## src/rtl/regwriter_pkg.sv

```systemverilog
// Shared types for the register-file write-back sequencer.
// Optional trace output is enabled with the REGWRITER_TRACE_EN macro.
package regwriter_pkg;

    localparam int REG_W  = 5;
    localparam int DATA_W = 32;
    localparam int NREGS  = 1 << REG_W;

    typedef struct packed {
        logic              live;
        logic [REG_W-1:0]  wreg;
        logic [DATA_W-1:0] wdata;
    } q_entry_t;

    typedef enum logic {
        SRC_ALU,
        SRC_LD
    } src_e;

    function automatic logic [NREGS-1:0] reg_onehot(input logic [REG_W-1:0] r);
        return NREGS'(1) << r;
    endfunction

endpackage

```

## src/rtl/regwriter_queue.sv

```systemverilog
// In-order load result queue with per-entry squash and pending-register bitmap.
// REGWRITER_TRACE_EN adds a simulation display of each squashed entry.
module regwriter_queue
    import regwriter_pkg::*;
#(
    parameter int DEPTH = 4
) (
    input  logic                   clk,
    input  logic                   rst,
    input  logic                   i_push,
    input  q_entry_t               i_push_entry,
    input  logic                   i_pop,
    input  logic                   i_sq_en,
    input  logic [REG_W-1:0]       i_sq_wreg,
    output q_entry_t               o_head,
    output logic                   o_empty,
    output logic                   o_full,
    output logic [$clog2(DEPTH):0] o_count,
    output logic [NREGS-1:0]       o_pend
);

    localparam int AW = $clog2(DEPTH);
    localparam int CW = AW + 1;

    q_entry_t          r_mem [DEPTH];
    logic [AW-1:0]     r_head;
    logic [AW-1:0]     r_tail;
    logic [CW-1:0]     r_count;

    logic              w_push;
    logic              w_pop;
    logic [NREGS-1:0]  w_pend;

    assign o_empty = (r_count == '0);
    assign o_full  = (r_count == CW'(DEPTH));
    assign w_push  = i_push && !o_full;
    assign w_pop   = i_pop && !o_empty;
    assign o_head  = r_mem[r_head];
    assign o_count = r_count;

    // Free slots always carry live=0, so the bitmap can scan every slot.
    always_ff @(posedge clk or posedge rst) begin
        if (rst) begin
            r_head  <= '0;
            r_tail  <= '0;
            r_count <= '0;
            for (int i = 0; i < DEPTH; i++) begin
                r_mem[i] <= '0;
            end
        end else begin
            for (int i = 0; i < DEPTH; i++) begin
                if (i_sq_en && r_mem[i].live && r_mem[i].wreg == i_sq_wreg) begin
                    r_mem[i].live <= 1'b0;
                end
            end
            if (w_pop) begin
                r_mem[r_head].live <= 1'b0;
                r_head             <= r_head + AW'(1);
            end
            // The tail slot is free here, so a same-cycle squash never hits it.
            if (w_push) begin
                r_mem[r_tail] <= i_push_entry;
                r_tail        <= r_tail + AW'(1);
            end
            r_count <= r_count + CW'(w_push) - CW'(w_pop);
        end
    end

    always_comb begin
        w_pend = '0;
        for (int i = 0; i < DEPTH; i++) begin
            if (r_mem[i].live) begin
                w_pend = w_pend | reg_onehot(r_mem[i].wreg);
            end
        end
        w_pend[0] = 1'b0;
    end

    assign o_pend = w_pend;

`ifdef REGWRITER_TRACE_EN
    always_ff @(posedge clk) begin
        if (!rst) begin
            for (int i = 0; i < DEPTH; i++) begin
                if (i_sq_en && r_mem[i].live && r_mem[i].wreg == i_sq_wreg) begin
                    $display("%0t regwriter squash slot%0d x%0d=%h",
                             $time, i, r_mem[i].wreg, r_mem[i].wdata);
                end
            end
        end
    end
`endif

endmodule

```

## src/rtl/regwriter.sv

```systemverilog
// Write-back sequencer: ALU results win the port, loads drain in order.
// REGWRITER_TRACE_EN adds a simulation display of every register write.
module regwriter
    import regwriter_pkg::*;
#(
    parameter int DEPTH = 4
) (
    input  logic                   clk,
    input  logic                   rst,
    input  logic                   alu_we,
    input  logic [REG_W-1:0]       alu_wreg,
    input  logic [DATA_W-1:0]      alu_wdata,
    input  logic                   ld_valid,
    output logic                   ld_ready,
    input  logic [REG_W-1:0]       ld_wreg,
    input  logic [DATA_W-1:0]      ld_wdata,
    output logic                   we,
    output logic [REG_W-1:0]       wreg,
    output logic [DATA_W-1:0]      wdata,
    output logic [NREGS-1:0]       pend,
    output logic [$clog2(DEPTH):0] count
);

    q_entry_t          w_head;
    q_entry_t          w_push_entry;
    logic              w_empty;
    logic              w_full;
    logic              w_alu_issue;
    logic              w_ld_issue;
    logic              w_pop;

    logic              r_we;
    logic [REG_W-1:0]  r_wreg;
    logic [DATA_W-1:0] r_wdata;

    assign w_alu_issue = alu_we && (alu_wreg != '0);
    assign w_ld_issue  = !w_empty && w_head.live && !w_alu_issue;
    // Dead heads drain every cycle; live heads leave only when written.
    assign w_pop       = !w_empty && (!w_head.live || w_ld_issue);

    always_comb begin
        w_push_entry       = '0;
        w_push_entry.live  = (ld_wreg != '0);
        w_push_entry.wreg  = ld_wreg;
        w_push_entry.wdata = ld_wdata;
    end

    regwriter_queue #(
        .DEPTH(DEPTH)
    ) u_queue (
        .clk         (clk),
        .rst         (rst),
        .i_push      (ld_valid),
        .i_push_entry(w_push_entry),
        .i_pop       (w_pop),
        .i_sq_en     (w_alu_issue),
        .i_sq_wreg   (alu_wreg),
        .o_head      (w_head),
        .o_empty     (w_empty),
        .o_full      (w_full),
        .o_count     (count),
        .o_pend      (pend)
    );

    assign ld_ready = !w_full;

    always_ff @(posedge clk or posedge rst) begin
        if (rst) begin
            r_we    <= 1'b0;
            r_wreg  <= '0;
            r_wdata <= '0;
        end else if (w_alu_issue) begin
            r_we    <= 1'b1;
            r_wreg  <= alu_wreg;
            r_wdata <= alu_wdata;
        end else if (w_ld_issue) begin
            r_we    <= 1'b1;
            r_wreg  <= w_head.wreg;
            r_wdata <= w_head.wdata;
        end else begin
            r_we    <= 1'b0;
        end
    end

    assign we    = r_we;
    assign wreg  = r_wreg;
    assign wdata = r_wdata;

`ifdef REGWRITER_TRACE_EN
    src_e r_src;

    always_ff @(posedge clk or posedge rst) begin
        if (rst) begin
            r_src <= SRC_ALU;
        end else if (w_alu_issue) begin
            r_src <= SRC_ALU;
        end else if (w_ld_issue) begin
            r_src <= SRC_LD;
        end
    end

    always_ff @(posedge clk) begin
        if (!rst && r_we) begin
            $display("%0t regwriter write x%0d=%h src=%s",
                     $time, r_wreg, r_wdata, (r_src == SRC_ALU) ? "ALU" : "LD");
        end
    end
`endif

endmodule

```

## config.mk

```make
export PLATFORM = sky130hd
export DESIGN_NAME = regwriter
export DESIGN_NICKNAME = d
export VERILOG_FILES = /design/src/rtl/regwriter_pkg.sv /design/src/rtl/regwriter_queue.sv /design/src/rtl/regwriter.sv
export SDC_FILE = /design/constraint.sdc
export NUM_CORES = 1
export LEC_CHECK = 0
export CAP_MARGIN = 10
export CORE_UTILIZATION = 35
export DETAILED_ROUTE_END_ITERATION = 6
export HOLD_SLACK_MARGIN = 0.08
export REMOVE_ABC_BUFFERS = 1
export SLEW_MARGIN = 20
export SYNTH_ARGS = -nofsm -noshare
export SYNTH_HDL_FRONTEND = slang
export SYNTH_SLANG_ARGS = --single-unit
```

## constraint.sdc

```tcl
create_clock -name clk -period 9.3 [get_ports clk]
set_clock_uncertainty 0.15 [all_clocks]
set_input_delay 1.86 -clock clk [delete_from_list [all_inputs] [get_ports clk]]
set_output_delay 1.86 -clock clk [all_outputs]
set_load 0.01 [all_outputs]
```

==> key figures, run 1 <==
Synthesis
  • Synth Register Bits: 197
  • Cell Area, Synth: 10,300 um^2
  • EDFF count, synth: 0
  • Async SR Flop Fraction: 100%
  • Yosys warns: 0
  • Sequential share of the synthesized area: 47.9%
  • Post-synth top flop: dfrtp_1
  • Post-synthesis cell count: 753
  • Syn Area/Cell: 13.7 um^2
  • Cell variety after synth: 42

Drt
  • WL per Instance: 20.5 um
  • Drt first-iter violations: 567
  • Via count: 6,785
  • # DRC: 0
  • Post-DRT Antenna Nets: 0
  • 1st-pass router iterations: 5
  • Total Wirelength: 26,100 um
  • Via density: 5.34

STA
  • Slew @ Worst Pin: 0.962 ns
  • Slew headroom: 35.9%
  • Minimum clock period after layout: 5.33 ns
  • RSZ-0062 raised after global routing: no
  • Final setup vio count: 0
  • Fin. max-slew vios: 0
  • Setup TNS: 0 ns
  • Final clock period utilization by the worst path: 57.3%
  • Fmax: 0.188 GHz
  • Final Hold Violating Endpoints: 0
  • Hold_ws: 0.352 ns

GRT
  • Gr usage total: 17.7%
  • Vias in the first global route: 7,104
  • First-pass GRT wire length: 41,300 um
  • Initial antenna violation count: 2
  • Overflow after GRT: 0
  • Largest net degree at the start of global routing: 138

Flow run
  • Max_cap viols: 0

Floorplanning
  • Die height: 173 um
  • Core ar.: 28,800 um^2
  • Io pins: 152
  • DIE AREA: 30,100 um^2
  • Starting Density: 35.8%
  • Core Rows: 62
  • Die Width: 173 um

Worst setup path
  • Setup crit start: alu_wreg[1]
  • Setup slack, reg-to-reg: 5.88 ns
  • R2r endpoint: u_queue.o_count[2]
  • WP data required: 9.46 ns
  • Critical path arrival: 5.49 ns
  • Slowest-stage cell, CP: or4_1
  • Worst Setup Start Kind: primary input
  • Worst R2R Path Depth: 12
  • Critical setup path kind: primary input to flip-flop
  • Setup crit end: u_queue.o_count[2]
  • CP most frequent cell: inv_1
  • Reg-to-Reg Start: u_queue.r_head[0]
  • Crit-path max FO: 48
  • Critical-path cell list: clkdlybuf4s50_1, or4_1, o21ai_4, buf_4, o32ai_1, inv_1, ha_1, inv_1, ha_1, inv_1, fa_1, xnor2_1, xnor2_1
  • Crit. End Element: flip-flop
  • Slowest stage delay, CP: 0.63 ns

Clock network
  • Num CTS Buffers: 17
  • H-tree depth reported by CTS: 4
  • Clk buf depth: 2
  • Clock-pin slew on the worst setup and hold paths: 0.08 ns
  • Hold-fix buffers, CTS: 0
  • Clock Latency Late Sink: 0.42 ns
  • Sink Count: 197
  • Setup Buffers After CTS: 0
  • CTS tree: done
  • Resized Gates After CTS: 0
  • CTS Root Cell: clkbuf_16

Power
  • Pwr per Cell Area: 348 nW/um^2
  • Leakage power: 5.13 nW
  • Peak supply drop: 0.000155 V

Final layout
  • Area of the multi-input gates: 5030 um^2
  • Area Growth Syn to Fin: 22.9%
  • Fillers: 2,618
  • Final Util: 44.0%
  • Non-filler cells, final: 1,270
  • Final nets: 960
  • FF/Latch Area: 4930 um^2
  • Share of cells above drive strength 1: 35.1%

Run status
  • Status: finished clean

Placed design
  • Hpwl dp: 16,700 um
  • RePlAce Congestion: 0.910
  • Port bufs: 150
  • Dpl cells: 1,236

Hold path
  • Hold/Removal Path Class: flip-flop to flip-flop
[layer usage]
metal  track usage (%)  vias up  routed length (um)
met5                 0        -                   0
met4              3.76        0                 216
met3              4.36       20                1980
met2              28.4      239               12200
met1              24.2     3475               11600
li1                  -     3051                   -
[cells in the mapped netlist (2+ instances only)]
cell,number,share of area (%)
dfrtp_1,197,48
mux2_2,184,20
mux4_2,38,8.3
mux2_4,29,4.2
clkbuf_1,26,0.95
nor2_1,25,0.91
xnor2_1,24,2.0
buf_2,22,1.1
inv_1,17,0.62
nand2_1,17,0.62
nand3_1,17,0.83
o221ai_1,17,1.4
o22ai_1,13,0.79
nand3b_1,12,0.88
a22oi_1,11,0.80
a221o_1,10,0.97
ha_1,10,1.2
or3b_2,10,0.85
a21oi_1,9,0.44
nor3b_1,8,0.58
o21ai_0,6,0.29
and3_1,5,0.30
buf_6,5,0.55
and3b_1,4,0.34
o22a_1,4,0.34
o311a_1,4,0.39
a211o_1,3,0.26
buf_1,3,0.11
buf_4,3,0.22
mux2i_1,3,0.29
or3_1,3,0.18
nor3_1,2,0.097
o211ai_1,2,0.15
or4_1,2,0.15
[worst min-delay path by stage]
stage	to	depth (start not counted)	slack (ns)	start
after global routing	u_queue.r_mem[79]	1	0.36	u_queue.r_mem[79]
after global placement	u_queue.r_mem[31]	1	0.33	u_queue.r_mem[31]
after detailed placement	u_queue.r_mem[62]	1	0.34	u_queue.r_mem[62]
final	u_queue.r_mem[62]	1	0.35	u_queue.r_mem[62]
after CTS	u_queue.r_mem[62]	1	0.35	u_queue.r_mem[62]
after floorplan	u_queue.r_mem[53]	1	0.32	u_queue.r_mem[53]
[critical path: cells and delay by family]
family / cells / cell delay [ns]
XOR/XNOR: 2 / 0.28
AO/OA/AOI/OAI: 2 / 0.56
adder cells (fa/ha/maj): 3 / 0.76
buffers and inverters: 5 / 1.40
AND/OR/NAND/NOR: 1 / 0.63
[layout by cell type, fill, tap and decap left out, drive strengths merged, types with 7 or more instances in the layout]
master / instances
a21oi: 9
a221o: 10
a22oi: 11
buf: 8
clkbuf: 19
clkdlybuf4s50: 150
dfrtp: 197
ha: 10
inv: 25
mux2: 213
mux4: 38
nand2: 18
nand3: 17
nand3b: 12
nor2: 25
nor3b: 8
o21ai: 7
o221ai: 17
o22ai: 13
or3b: 10
xnor2: 24
[final cells by class]
class / instances / share of cell area (%)
multi-input combinational: 480 / 39.8
antenna: 2 / 0.0396
clock buffer: 19 / 3.42
tap: 384 / 3.80
timing repair buffer: 158 / 12.3
sequential: 197 / 39.0
inverter: 17 / 0.564
clock inverter: 13 / 1.06
[cells by family after synthesis]
family | share of synthesized area [%]
buffers and inverters | 3.51
AO/OA/AOI/OAI | 6.16
flip-flops | 47.9
multiplexers | 33.0
AND/OR/NAND/NOR | 5.97
other | 0.0364
XOR/XNOR | 2.04
adder cells (fa/ha/maj) | 1.41
[sequential cells by signal, indices dropped and copies added (netlist names)]
name             flops
wdata               32
u_queue.o_count      3
u_queue.r_mem      152
u_queue.r_tail       2
u_queue.r_head       2
we                   1
wreg                 5
[report_power, final]
| part | internal [W] | total [W] | switching (W) |
|---|---|---|---|
| Combinational | 0.00121 | 0.00201 | 0.000800 |
| Clock | 0.000379 | 0.000718 | 0.000339 |
| Sequential | 0.00130 | 0.00167 | 0.000372 |
[per-stage QoR]
step | setup slack [ns] | power, W | cell area, um^2
after floorplan | 1.92 | 0.00301 | 9990
after global placement | 3.58 | 0.00368 | 12100
after detailed placement | 3.51 | 0.00371 | 12100
after CTS | 3.95 | 0.00445 | 12600
after global routing | 3.74 | 0.00469 | 12600
final | 3.97 | 0.00440 | 12700
Note: power is estimated with default switching activity, not from simulation.
==> run 2, diff against run 1 <==
clock period = 4.4 ns   (was 9.3 ns; I/O delays follow)
==> key figures, run 2 (synthesized netlist as in run 1, its figures left out) <==
Final layout
  • Most common cell after layout, fill and taps aside: dfrtp_1
  • Largest Register: u_queue.r_mem
  • Final nets: 967
  • Area Growth Syn to Fin: 24.1%
  • Non-Filler Cell Area, Final: 12,800 um^2
  • Share of cells above drive strength 1: 35.7%
  • Max reg flops: 152
  • Most frequent cells in the layout: dfrtp_1, mux2_2, clkdlybuf4s50_1
  • Number of antenna diodes: 0

Worst setup path
  • Slowest stage delay, CP: 0.71 ns
  • Critical-path cell list: nor3b_1, inv_1, o221ai_1, clkdlybuf4s50_1
  • Slowest-stage cell, CP: dfrtp_1
  • Critical path arrival: 2.67 ns
  • Crit-path max FO: 15
  • Critical setup path kind: flip-flop to primary output
  • WP data required: 3.37 ns
  • Critical Path Stages: 4
  • Crit. End Element: primary output
  • Worst R2R Path Depth: 4
  • Worst Setup Start Kind: flip-flop
  • Cell class contributing the biggest share of worst-path delay: flip-flops
  • Worst path bufs/invs: 2

STA
  • Fin. max-slew vios: 0
  • Minimum clock period after layout: 3.70 ns
  • Fmax: 0.270 GHz
  • Slew headroom: 48.1%
  • Slew @ Worst Pin: 0.779 ns
  • Final setup vio count: 0
  • RSZ-0062 raised after global routing: no
  • Hold_ws: 0.351 ns
  • Final clock period utilization by the worst path: 84.1%
  • Final Hold Violating Endpoints: 0
  • Final WS setup: 0.699 ns

Power
  • Gate power share: 45.7%
  • Switching Fraction: 34.5%
  • Leakage power: 5.19 nW
  • Seq pwr share: 37.5%
  • Peak supply drop: 0.000376 V
  • Pwr per Cell Area: 737 nW/um^2
  • Clk pwr share: 16.8%
  • Total power: 0.00941 W
  • Internal power: 0.00616 W
  • Sw Pwr: 0.00325 W

Run status
  • Status: finished clean

Drt
  • Total Wirelength: 25,900 um
  • WL per Instance: 20.3 um
  • Post-DRT Antenna Nets: 0
  • Via density: 5.45
  • 1st-pass router iterations: 5
  • Drt first-iter violations: 462
  • Via count: 6,945
  • # DRC: 0

Floorplanning
  • Core Rows: 62
  • Die height: 173 um
  • DIE AREA: 30,100 um^2
  • Starting Density: 35.8%
  • Io pins: 152
  • Die Width: 173 um
  • Core ar.: 28,800 um^2

Placed design
  • Worst slack at placement: 0.526 ns
  • Port bufs: 150
  • Area after DPL: 12,200 um^2
  • RePlAce Congestion: 0.884
  • Hpwl dp: 16,900 um

Clock network
  • Sink Count: 197
  • Clock Latency Late Sink: 0.43 ns
  • CTS Root Cell: clkbuf_16
  • Hold-fix buffers, CTS: 0
  • Setup Buffers After CTS: 0
  • H-tree depth reported by CTS: 4
  • Clock-pin slew on the worst setup and hold paths: 0.08 ns
  • CTS tree: done
  • Num CTS Buffers: 17
  • Clk buf depth: 2
  • Resized Gates After CTS: 0

GRT
  • Overflow after GRT: 0
  • First-pass GRT wire length: 41,700 um
  • Largest net degree at the start of global routing: 103
  • Gr usage total: 17.7%
  • Vias in the first global route: 7,303
  • Initial antenna violation count: 0

Hold path
  • Hold/Removal Path Class: flip-flop to flip-flop
  • Hold path cells: 1

Flow run
  • Max_cap viols: 0
[run 2: final cells by class]
type	count	area, um^2
Fill cell	2635	16000
Clock buffer	17	425
Tap cell	384	480
Sequential cell	197	4930
Multi-Input combinational cell	480	5030
Timing Repair Buffer	165	1650
Clock inverter	15	184
Inverter	17	71.3
[run 2: per-layer routing]
layer  routed length, um  up-vias  GRT usage, %
li1                    -     3078             -
met1               11900     3591          24.8
met2               11900      242          27.2
met3                1770       34          4.39
met4                 336        0          4.61
met5                   0        -             0
[run 2: power by group through the flow]
stage                     clock network, W  logic, W  registers [W]
after CTS                          0.00163   0.00435        0.00351
after global routing               0.00170   0.00465        0.00366
after global placement                   0   0.00429        0.00353
after detailed placement                 0   0.00435        0.00354
after floorplan                          0   0.00288        0.00348
final                              0.00158   0.00430        0.00353
[run 2: stage by stage]
stage,util (%),std cells,TNS [ns]
6_report,44.4,1275,0
3_3_place_gp,42.3,1243,0
3_5_place_dp,42.3,1243,0
4_1_cts,44.4,1275,0
2_1_floorplan,-,694,-394.15
5_1_grt,44.4,1275,0
[run 2: worst reg2reg max path: cells and delay by family (launching register included)]
kind / cells / cell delay [ns]
AND/OR/NAND/NOR: 2 / 1.07
multiplexers: 1 / 0.38
buffers and inverters: 1 / 0.47
flip-flops: 1 / 0.47
[run 2: final timing paths]
check,startpoint,to,slack [ns]
min,u_queue.r_mem[55],u_queue.r_mem[55],0.35
max,u_queue.r_mem[110],pend[12],0.70
min in group asynchronous,rst,wdata[9],0.84
min reg2reg,u_queue.r_mem[55],u_queue.r_mem[55],0.35
max reg2reg,u_queue.o_count[1],u_queue.r_mem[99],1.74
max in group asynchronous,rst,u_queue.r_mem[93],2.53
==> run 3, diff against run 2 <==
clock period = 3.79 ns   (was 4.4 ns; I/O delays follow)
==> key figures, run 3 (synthesized netlist as in run 1, its figures left out) <==
STA
  • Final clock period utilization by the worst path: 91.2%
  • RSZ-0062 raised after global routing: no
  • Final Hold Violating Endpoints: 0
  • Fmax: 0.289 GHz
  • Minimum clock period after layout: 3.46 ns
  • Slew @ Worst Pin: 1.07 ns
  • Final setup vio count: 0
  • Fin. max-slew vios: 0
  • Slew headroom: 28.3%

Worst setup path
  • R2r endpoint: u_queue.o_count[2]
  • Cell class contributing the biggest share of worst-path delay: flip-flops
  • Critical Path Stages: 4
  • Setup crit start: u_queue.r_mem[146]
  • Slowest-stage cell, CP: dfrtp_1
  • Reg-to-Reg Start: u_queue.r_mem[75]
  • Setup slack, reg-to-reg: 1.17 ns
  • Critical path arrival: 2.55 ns
  • Critical-path cell list: nor3b_1, a22oi_1, o221ai_1, clkdlybuf4s50_1
  • Worst R2R Path Depth: 11
  • Crit-path max FO: 11
  • Crit. End Element: primary output
  • Worst path bufs/invs: 1
  • Setup crit end: pend[1]
  • Worst Setup Start Kind: flip-flop
  • WP data required: 2.88 ns
  • Slowest stage delay, CP: 0.63 ns
  • Critical setup path kind: flip-flop to primary output

Clock network
  • Hold-fix buffers, CTS: 0
  • Clk buf depth: 2
  • CTS Root Cell: clkbuf_16
  • Sink Count: 197
  • Setup Buffers After CTS: 0
  • Clock-pin slew on the worst setup and hold paths: 0.07 ns
  • Resized Gates After CTS: 0
  • Num CTS Buffers: 17
  • Clock Latency Late Sink: 0.44 ns
  • CTS tree: done
  • H-tree depth reported by CTS: 4

Final layout
  • Share of cells above drive strength 1: 36.1%
  • Max reg flops: 152
  • Final nets: 973
  • Largest Register: u_queue.r_mem
  • Final Util: 44.6%
  • Most common cell after layout, fill and taps aside: dfrtp_1
  • Area Growth Syn to Fin: 24.7%
  • Most frequent cells in the layout: dfrtp_1, mux2_2, clkdlybuf4s50_1
  • Fillers: 2,644

Power
  • Pwr per Cell Area: 846 nW/um^2
  • Sw Pwr: 0.00375 W
  • Clk pwr share: 16.6%
  • Leakage power: 5.22 nW
  • Gate power share: 46.1%
  • Switching Fraction: 34.5%
  • Peak supply drop: 0.000412 V
  • Total power: 0.0109 W
  • Internal power: 0.00711 W
  • Seq pwr share: 37.3%

Floorplanning
  • Core ar.: 28,800 um^2
  • DIE AREA: 30,100 um^2
  • Starting Density: 35.8%
  • Die height: 173 um
  • Core Rows: 62
  • Die Width: 173 um
  • Io pins: 152

Drt
  • Post-DRT Antenna Nets: 0
  • Drt first-iter violations: 615
  • # DRC: 0
  • Via density: 5.35
  • WL per Instance: 19.9 um
  • 1st-pass router iterations: 5
  • Total Wirelength: 25,500 um
  • Via count: 6,862

GRT
  • Vias in the first global route: 7,213
  • Overflow after GRT: 0
  • Largest net degree at the start of global routing: 87
  • Initial antenna violation count: 2
  • First-pass GRT wire length: 41,000 um
  • Gr usage total: 17.5%

Hold path
  • Hold/Removal Path Class: flip-flop to flip-flop

Run status
  • Status: finished clean

Placed design
  • RePlAce Congestion: 0.896
  • Port bufs: 150
  • Hpwl dp: 16,400 um

Flow run
  • Max_cap viols: 0
==> run 3: cell count changes in the layout (fill, tap and decap cells not counted) <==
cell and delta:
buf_12 +1, buf_4 +5, inv_8 +1, clkinv_4 -2
clkinv_8 +2, diode_2 +2, bufinv_16 -1
==> run 3: power by group through the flow <==
stage | Sequential, W | Clock (W) | Combinational [W]
6_report | 0.00405 | 0.00180 | 0.00501
5_1_grt | 0.00421 | 0.00194 | 0.00541
4_1_cts | 0.00404 | 0.00186 | 0.00508
3_5_place_dp | 0.00407 | 0 | 0.00507
3_3_place_gp | 0.00406 | 0 | 0.00498
2_1_floorplan | 0.00404 | 0 | 0.00334
==> run 3: per-stage QoR <==
step	instance area (um^2)	instances	hold WS, ns	TNS (ns)	setup WS [ns]
global route	12800	1281	0.362	0	0.199
floorplan	9990	694	0.324	-495.10	-2.49
finish	12800	1283	0.353	0	0.334
CTS	12800	1281	0.354	0	0.363
global placement	12200	1249	0.331	0	0.248
detailed placement	12200	1249	0.337	0	0.211
==> run 3: area by class of cell <==
type | count | area, um^2 | area share [%]
antenna | 2 | 5.00 | 0.0390
clock inverter | 15 | 180 | 1.40
timing repair buffer | 171 | 1710 | 13.3
sequential | 197 | 4930 | 38.4
multi-input combinational | 480 | 5030 | 39.2
inverter | 17 | 71.3 | 0.556
tap | 384 | 480 | 3.74
clock buffer | 17 | 425 | 3.32
==> run 3: routing by layer <==
layer  vias up  GRT usage, %  part of all wire, %
li1       3078             -                    -
met1      3525          23.9                   45
met2       237          28.2                   47
met3        22          3.33                  6.3
met4         0          5.27                  1.3
met5         -             0                    0
==> run 3: worst min path at each step <==
stage | depth (start not counted) | end | slack, ns | start
after floorplan | 1 | u_queue.r_mem[53] | 0.32 | u_queue.r_mem[53]
after global placement | 1 | u_queue.r_mem[59] | 0.33 | u_queue.r_mem[59]
after detailed placement | 1 | u_queue.r_mem[58] | 0.34 | u_queue.r_mem[58]
after CTS | 1 | u_queue.r_mem[58] | 0.35 | u_queue.r_mem[58]
after global routing | 1 | u_queue.r_mem[16] | 0.36 | u_queue.r_mem[16]
final | 1 | u_queue.r_mem[58] | 0.35 | u_queue.r_mem[58]
